===== config.mk =====
export PLATFORM = sky130hd
export DESIGN_NAME = code25_scan_display
export DESIGN_NICKNAME = d
export VERILOG_FILES = /design/src/rtl/code25_scan_display.sv
export SDC_FILE = /design/constraint.sdc
export NUM_CORES = 1
export LEC_CHECK = 0
export CORE_MARGIN = 5
export CORE_UTILIZATION = 30
export CTS_BUF_LIST = sky130_fd_sc_hd__clkbuf_8
export CTS_CLUSTER_DIAMETER = 40
export DETAILED_ROUTE_END_ITERATION = 12
export GPL_ROUTABILITY_DRIVEN = 0
export GPL_TIMING_DRIVEN = 0
export PLACE_DENSITY_LB_ADDON = 0.1
export SLEW_MARGIN = 0
export SYNTH_ARGS = -nofsm -noshare
export SYNTH_HDL_FRONTEND = slang
export SYNTH_SLANG_ARGS = --single-unit
export TNS_END_PERCENT = 5

===== constraint.sdc =====
create_clock -name clk -period 2.5 [get_ports clk]
set_input_delay 0.375 -clock clk [delete_from_list [all_inputs] [get_ports clk]]
set_output_delay 0.375 -clock clk [all_outputs]
set_load 0.02 [all_outputs]

===== src/rtl/code25_scan_display.sv =====
// code25_scan_display: time-multiplexed 7-segment driver for a bank of 2-of-5 coded digits
// Optional feature macro: CODE25_BLINK_EN (blinks error digits; absent = steady "E")
// Ports:
//   clk, rst_n       clock, asynchronous active-low reset
//   code_in          DIGITS x 5-bit codes, digit k at [5k+4:5k], weights 7,4,2,1,0
//   load             capture code_in into the bank
//   blank            force seg/dp/digit_en dark, scanning continues
//   seg, dp          segments {G,F,E,D,C,B,A} and decimal point (error marker)
//   digit_en         one-hot common enable
//   err_flags        per-digit invalid-code flags
//   err_any          OR of err_flags
module code25_scan_display #(
  parameter int DIGITS    = 4,
  parameter int SCAN_DIV  = 1000,
  parameter int BLINK_DIV = 64
) (
  input  logic                  clk,
  input  logic                  rst_n,
  input  logic [5*DIGITS-1:0]   code_in,
  input  logic                  load,
  input  logic                  blank,
  output logic [6:0]            seg,
  output logic                  dp,
  output logic [DIGITS-1:0]     digit_en,
  output logic [DIGITS-1:0]     err_flags,
  output logic                  err_any
);
  localparam int CW = $clog2(SCAN_DIV);
  localparam int IW = DIGITS > 1 ? $clog2(DIGITS) : 1;
  localparam logic [CW-1:0] CNT_LAST = CW'(SCAN_DIV - 1);
  localparam logic [IW-1:0] IDX_LAST = IW'(DIGITS - 1);

  logic [DIGITS-1:0][4:0] bank;
  logic [CW-1:0]          cnt;
  logic [IW-1:0]          idx;
  logic                   last, dark, dp_nx;
  logic [7:0]             dec;
  logic [6:0]             seg_nx;
  logic [DIGITS-1:0]      err_nx, en_nx;

  // {dp, seg}; anything that is not exactly two-hot falls to the flagged "E"
  function automatic logic [7:0] decode(input logic [4:0] c);
    case (c)
      5'b11000: return 8'h3F;
      5'b00011: return 8'h06;
      5'b00101: return 8'h5B;
      5'b00110: return 8'h4F;
      5'b01001: return 8'h66;
      5'b01010: return 8'h6D;
      5'b01100: return 8'h7D;
      5'b10001: return 8'h07;
      5'b10010: return 8'h7F;
      5'b10100: return 8'h6F;
      default:  return 8'hF9;
    endcase
  endfunction

  assign last    = cnt == CNT_LAST;
  assign err_any = |err_flags;

  always_comb begin
    err_nx = '0;
    dec    = decode(bank[idx]);
    for (int k = 0; k < DIGITS; k++) err_nx[k] = $countones(bank[k]) != 2;
    // last prescaler cycle of each slot is a dark guard cycle against ghosting
    en_nx  = (blank || last) ? '0 : DIGITS'(1) << idx;
    {dp_nx, seg_nx} = (blank || last || dark) ? 8'd0 : dec;
  end

  always_ff @(posedge clk or negedge rst_n) begin
    if (!rst_n) begin
      bank      <= {DIGITS{5'b11000}};
      cnt       <= '0;
      idx       <= '0;
      seg       <= '0;
      dp        <= 1'b0;
      digit_en  <= '0;
      err_flags <= '0;
    end else begin
      if (load) bank <= code_in;
      cnt <= last ? '0 : cnt + 1'b1;
      if (last) idx <= (idx == IDX_LAST) ? '0 : idx + 1'b1;
      seg       <= seg_nx;
      dp        <= dp_nx;
      digit_en  <= en_nx;
      err_flags <= err_nx;
    end
  end

`ifdef CODE25_BLINK_EN
  localparam int FW = BLINK_DIV > 1 ? $clog2(BLINK_DIV) : 1;
  localparam logic [FW-1:0] FRM_LAST = FW'(BLINK_DIV - 1);
  logic          phase;
  logic [FW-1:0] fcnt;

  always_ff @(posedge clk or negedge rst_n) begin
    if (!rst_n) begin
      fcnt  <= '0;
      phase <= 1'b1;
    end else if (last && idx == IDX_LAST) begin
      fcnt <= (fcnt == FRM_LAST) ? '0 : fcnt + 1'b1;
      if (fcnt == FRM_LAST) phase <= ~phase;
    end
  end

  // error digits go dark in phase 0 while their enable stays asserted
  assign dark = dec[7] & ~phase;
`else
  assign dark = 1'b0;
`endif
endmodule


==> impl_results.md, run 1 <==
- Outcome: finished clean
- Post-Synth Simple-Gate Area: 0.126
- CTS tree: built
- FP Rows: 34
- Main synth FF type: dfrtp_1
- Worst IR drop on VDD: 0.243 mV
- Initial antenna violation count: 0
- Die Ht: 104 um
- Compound-Gate Fraction of Synth Area: 0.0780
- Hpwl dp: roughly 4100 um
- Largest area contributor in the netlist: dfrtp_1
- Port Buffers: 40
- Synthesized net count: 281
- Fin worst setup slack: 0.129 ns
- Worst endpoint required time: roughly 2.7 ns
- Multi-input gate area: 1260 sq um
- Final setup viols: 0
- Synth top cells by count: dfrtp_1, inv_1, nand2_1
- Register area: 1210 sq um
- CTS buffer count: 5
- XOR/XNOR Fraction of Synth Area: 0.0266
- Wire per inst: 13.5 um
- First-pass GRT wire length: 9260 um
- Worst rel slew slack: 0.515
- Register area share after synthesis: 0.461
- P_leak: 1.44 nW
- Proportion of synthesized area in mux cells: 0.110
- Final #Nets: roughly 330
- Skew-Pair Late Insertion Delay: 0.30 ns
- DR vias/cell: between 4 and 5
- Startpoint class of the critical path: register
- Max Slew Vio Count: 0
- Clock Pin Slew Worst Setup and Hold Paths: 0.09 ns
- Async SR Flop Fraction: 1.00
- Share of layout cells above drive strength 1: 0.149
- Area contributors post-synth: dfrtp_1, dfstp_2, ha_1, fa_1, mux2_2
- Yosys warnings: 0
- #FFs+latches synth: 48
- Crit. End Element: register
- Mapped Cells: 233
- Final ANT Viol Nets: 0
- Hold WS: 0.0419 ns
- Pre-CTS setup slack: 0.0627 ns
- GRT Overall Usage: 0.104
- Final hold viol count: 0
- Initial Util: 0.305
- CP arrival: 2.55 ns
- Period utilisation layout: 0.948
- Drt drc: 0
- Wirelength, routed: 5280 um
- Initial drt markers: 34
- Worst-path fanout max: 7
- H-tree levels: 2
- Vias in the first global route: roughly 1900
- Worst r2r src: idx[0]$_DFFE_PN0N_
- RSZ-0062 raised after global routing: no
- Placed insts: 382
- Fin crit period: 2.37 ns
- I/O pins: 41
- Clk_skew: 0.00987 ns
- Post-CTS Setup Inserts: 0
- Full die area: 10700 sq um
- Total grt overflow: 0
- Area grow syn2layout: 24.5%
- Post-Layout Cell Count: 390
- Slew @ Worst Pin: 0.726 ns
- Max-cap violations: 0
- Fmax: 0.422 GHz
- Worst Hold Class: in -> async
- DR vias: 1757
- Cell variety after synth: 42
- Die width: between 100 and 150 um
- Root buf cell: clkbuf_8
- Most common cell in the netlist: dfrtp_1
- Core Area: 8640 sq um
- N_diodes: 0
- Mapped Avg Cell Area: 11.3 sq um
- WS Path Type: reg -> reg
- Largest net degree at the start of global routing: 30
- CTS Buffer Depth: 2
- First-pass iteration count of the detailed router: 5
- Clk sinks: 48
- Filler cells: between 800 and 900
- Area share of fa/ha/maj cells after synthesis: 0.137
- Post-synth EDFFs: 0
- Synth Cell Area: 2630 sq um
- Pwr/cell area: about 560 nW/um^2
- CP Launch Point: idx[0]$_DFFE_PN0N_
- Largest family of logic cells by synthesized area: adder cells
- Post-synth top area share: 0.381
==> timing repair <==
item                                   in CTS  in global routing
endpoints found under the hold margin       0                  0
hold buffers                                0                  0
gates resized for setup                     0                  4
setup endpoints to repair                   0                  2
==> placed cells by master (no fill, tap or decap), types with 2 or more instances in the layout <==
cell and instances:
ha_1 15, nor2b_1 2, mux2_2 11, nand2_1 23, dfrtp_1 40, nor2_1 14, buf_2 2, xnor2_1 4
clkdlybuf4s50_1 39, dfstp_2 8, xor2_1 4, nor4_1 2, a21boi_0 3, mux4_2 5, nand3_1 6, and2_1 5
buf_6 3, and4b_1 2, clkbuf_8 6, a21oi_1 3, o21ai_0 17, nand2b_1 3, fa_1 8, mux2i_1 2
and3_1 2, clkbuf_1 4, inv_1 28
==> metal layers <==
| layer | track usage | vias up | wire length (um) |
|---|---|---|---|
| li1 | - | 876 | - |
| met1 | 0.138 | 831 | 2530 |
| met2 | 0.162 | 43 | 2410 |
| met3 | 0.0305 | 7 | 253 |
| met4 | 0.0328 | 0 | 86 |
| met5 | 0 | - | 0 |
==> state kept, by name, summed over array words and instances (netlist names) <==
register   flops
bank          20
cnt           10
seg            7
digit_en       4
err_flags      4
idx            2
dp             1
==> through the flow <==
stage,utilization,total power (W),instance area (sq um),setup TNS [ns]
after floorplan,-,0.00118,2630,0
after global placement,0.367,0.00139,3170,-19.01
after detailed placement,0.368,0.00139,3180,0
after CTS,0.379,0.00188,3270,0
after global routing,0.379,0.00198,3280,0
final,0.379,0.00185,3280,0
==> power breakdown <==
part / leakage [nW] / switching, W / internal, W
logic: 0.821 / 0.000244 / 0.000234
clock network: 0.0486 / 0.000251 / 0.000221
registers: 0.573 / 0.0000406 / 0.000854
==> area by class of cell <==
cell class,count,share of cell area
multi-input combinational,149,0.384
buffer,9,0.0187
tap,108,0.0413
inverter,27,0.0309
sequential,48,0.370
clock inverter,2,0.00344
clock buffer,6,0.0252
timing repair buffer,41,0.127
==> worst max-delay path: stages, from the launching register on <==
cell	delay [ns]
dfrtp_1	0.41
buf_6	0.16
mux4_2	0.57
inv_1	0.14
ha_2	0.25
mux2i_1	0.09
mux2_2	0.28
a2111oi_2	0.35
==> kinds of logic (layout without fill, tap and decap cells) <==
family / Yosys count / count (layout)
fa+ha+maj: 24 / 24
xor+xnor: 8 / 8
mux: 19 / 19
compound gates: 32 / 32
flops: 48 / 48
simple gates: 66 / 66
buf+inv: 36 / 85
==> final timing paths <==
kind                       slack (ns)             endpoint  depth (start not counted)
min in group clk                 0.48     cnt[0]$_DFF_PN0_                          1
max in group asynchronous        1.87  bank[4]$_DFFE_PN1P_                          2
max                              0.13     seg[2]$_DFF_PN0_                          7
max reg2reg                      0.13     seg[2]$_DFF_PN0_                          7
min                              0.04  bank[5]$_DFFE_PN0P_                          1
min reg2reg                      0.48     cnt[0]$_DFF_PN0_                          1
Power figures use the tool's default switching activity.
==> run 2: changes to the inputs <==
==> constraint.sdc (replaced) <==
create_clock -name clk -period 2.1 [get_ports clk]
set_input_delay 0.315 -clock clk [delete_from_list [all_inputs] [get_ports clk]]
set_output_delay 0.315 -clock clk [all_outputs]
set_load 0.02 [all_outputs]
==> impl_results.md, run 2 (synthesis gave the netlist of run 1 again) <==
- Clock Pin Slew Worst Setup and Hold Paths: approximately 0.10 ns
- Setup TNS: -0.0740 ns
- Post-Layout Cell Count: 399
- DR vias: ~1800
- Final ANT Viol Nets: 0
- Placed cell area: 3190 sq um
- FP Rows: 34
- Initial antenna violation count: 0
- I/O pins: 41
- Max reg flops: 20
- Final #Nets: 338
- Worst-path fanout max: 7
- Crit. End Element: register
- Final setup viols: 4
- Vias in the first global route: 1961
- RSZ-0062 raised after global routing: yes
- Design Area, Final: 3420 sq um
- Fin crit period: ~2.1 ns
- Hpwl dp: 4140 um
- Hold WS: about 0.45 ns
- Crit path cell chain: buf_6, mux4_2, buf_6, ha_2, mux4_2, nand2b_1, and3_1
- N_diodes: 0
- Port Buffers: 40
- CP peak stage delay: roughly 0.59 ns
- Full die area: 10700 sq um
- CTS buffer count: 5
- Filler cells: 861
- Worst endpoint required time: approximately 2.4 ns
- Fin worst setup slack: -0.0367 ns
- WP buf/inv: 2
- Wire per inst: approximately 14 um
- Commonest non-fill, non-tap cell in the layout: dfrtp_1
- Total grt overflow: 0
- Placed insts: ~380
- Pwr/cell area: about 690 nW/um^2
- CTS tree: built
- GRT Overall Usage: 0.111
- Wirelength, routed: 5460 um
- Die Ht: just over 100 um
- WS Path Type: reg -> reg
- Worst Hold Class: in -> async
- Outcome: complete, but fails checks
- DR vias/cell: between 4 and 5
- Max-cap violations: 0
- CTS Buffer Depth: 2
- CP max stage cell: mux4_2
- Area grow syn2layout: 30.2%
- Worst rel slew slack: 0.626
- Skew-Pair Late Insertion Delay: 0.30 ns
- Period utilisation layout: 1.02
- P_leak: 1.50 nW
- Die width: between 100 and 150 um
- CP arrival: 2.38 ns
- Biggest regs: bank x20, cnt x10, seg x7
- Register with the most flip-flops: bank
- Share of layout cells above drive strength 1: 0.203
- Initial drt markers: 26
- Slew @ Worst Pin: 0.561 ns
- Drt drc: 0
- First-pass GRT wire length: about 9800 um
- Worst IR drop on VDD: 0.410 mV
- Fmax: 0.468 GHz
- Clk sinks: between 40 and 50
- Core Area: about 8600 sq um
- Most frequent cells in the layout: dfrtp_1, clkdlybuf4s50_1, inv_1, nand2_1, o21ai_0
- Crit-path leading delay family: multiplexers
- Largest net degree at the start of global routing: 35
- Final hold viol count: 0
- Initial Util: 0.305
- Failing checks: setup timing
- Root buf cell: clkbuf_8
- Max Slew Vio Count: 0
- H-tree levels: 2
- Startpoint class of the critical path: register
- Clk_skew: 0.0113 ns
- First-pass iteration count of the detailed router: 4
[run 2: power by group]
| group | internal [W] | switching [W] | total [W] |
|---|---|---|---|
| sequential | 0.00102 | 0.0000461 | 0.00106 |
| clock | 0.000353 | 0.000322 | 0.000675 |
| combinational | 0.000307 | 0.000305 | 0.000612 |
[run 2: timing repair]
action	4_1_cts	5_1_grt
gates resized for setup	4	10
hold buffers	1	0
setup endpoints to repair	16	14
hold endpoints to repair	14	0
buffers inserted	4	4
pin swaps	0	3
[run 2: per-layer routing]
layer,GRT usage,vias to the layer above,share of wire
met5,0,-,0
met4,0.0319,0,0.012
met3,0.0323,6,0.040
met2,0.184,35,0.49
met1,0.141,856,0.45
li1,-,891,-
[run 2: area by class of cell]
cell class	instances	area [sq um]	share of cell area
multi-input cells	149	1310	0.382
clock buffers	5	68.8	0.0201
well taps	108	135	0.0395
clock inverters	3	42.5	0.0124
flip-flops and latches	48	1210	0.354
plain buffers	9	61.3	0.0179
repair buffers	50	492	0.144
inverters	27	104	0.0303
[run 2: path summary, 6_finish.rpt]
path | start | end | slack [ns] | depth (start not counted)
worst max-delay path | idx[0]$_DFFE_PN0N_ | seg[4]$_DFF_PN0_ | -0.04 | 7
worst min-delay path | rst_n | dp$_DFF_PN0_ | 0.45 | 2
worst max register to register | idx[0]$_DFFE_PN0N_ | seg[4]$_DFF_PN0_ | -0.04 | 7
worst min register to register | cnt[0]$_DFF_PN0_ | cnt[0]$_DFF_PN0_ | 0.49 | 1
max in group asynchronous | rst_n | bank[9]$_DFFE_PN1P_ | 1.07 | 3
min in group clk | cnt[0]$_DFF_PN0_ | cnt[0]$_DFF_PN0_ | 0.49 | 1
[run 2: stage by stage]
| step | setup WS (ns) | power [W] | util |
|---|---|---|---|
| 5_1_grt | -0.158 | 0.00253 | 0.397 |
| 2_1_floorplan | 0.0157 | 0.00141 | - |
| 3_3_place_gp | -0.816 | 0.00166 | 0.367 |
| 4_1_cts | -0.120 | 0.00238 | 0.389 |
| 3_5_place_dp | -0.163 | 0.00167 | 0.369 |
| 6_report | -0.0367 | 0.00235 | 0.397 |
==> run 3: changes to the inputs <==
--- a/config.mk
+++ b/config.mk
@@ -5,10 +5,13 @@
 export SDC_FILE = /design/constraint.sdc
 export NUM_CORES = 1
 export LEC_CHECK = 0
+export ABC_AREA = 0
+export CAP_MARGIN = 0
 export CORE_MARGIN = 5
 export CORE_UTILIZATION = 30
 export CTS_BUF_LIST = sky130_fd_sc_hd__clkbuf_8
 export CTS_CLUSTER_DIAMETER = 40
+export CTS_CLUSTER_SIZE = 30
 export DETAILED_ROUTE_END_ITERATION = 12
 export GPL_ROUTABILITY_DRIVEN = 0
 export GPL_TIMING_DRIVEN = 0
==> results of run 3 <==
No change in the layout: final DEF, timing and power equal those of run 2.
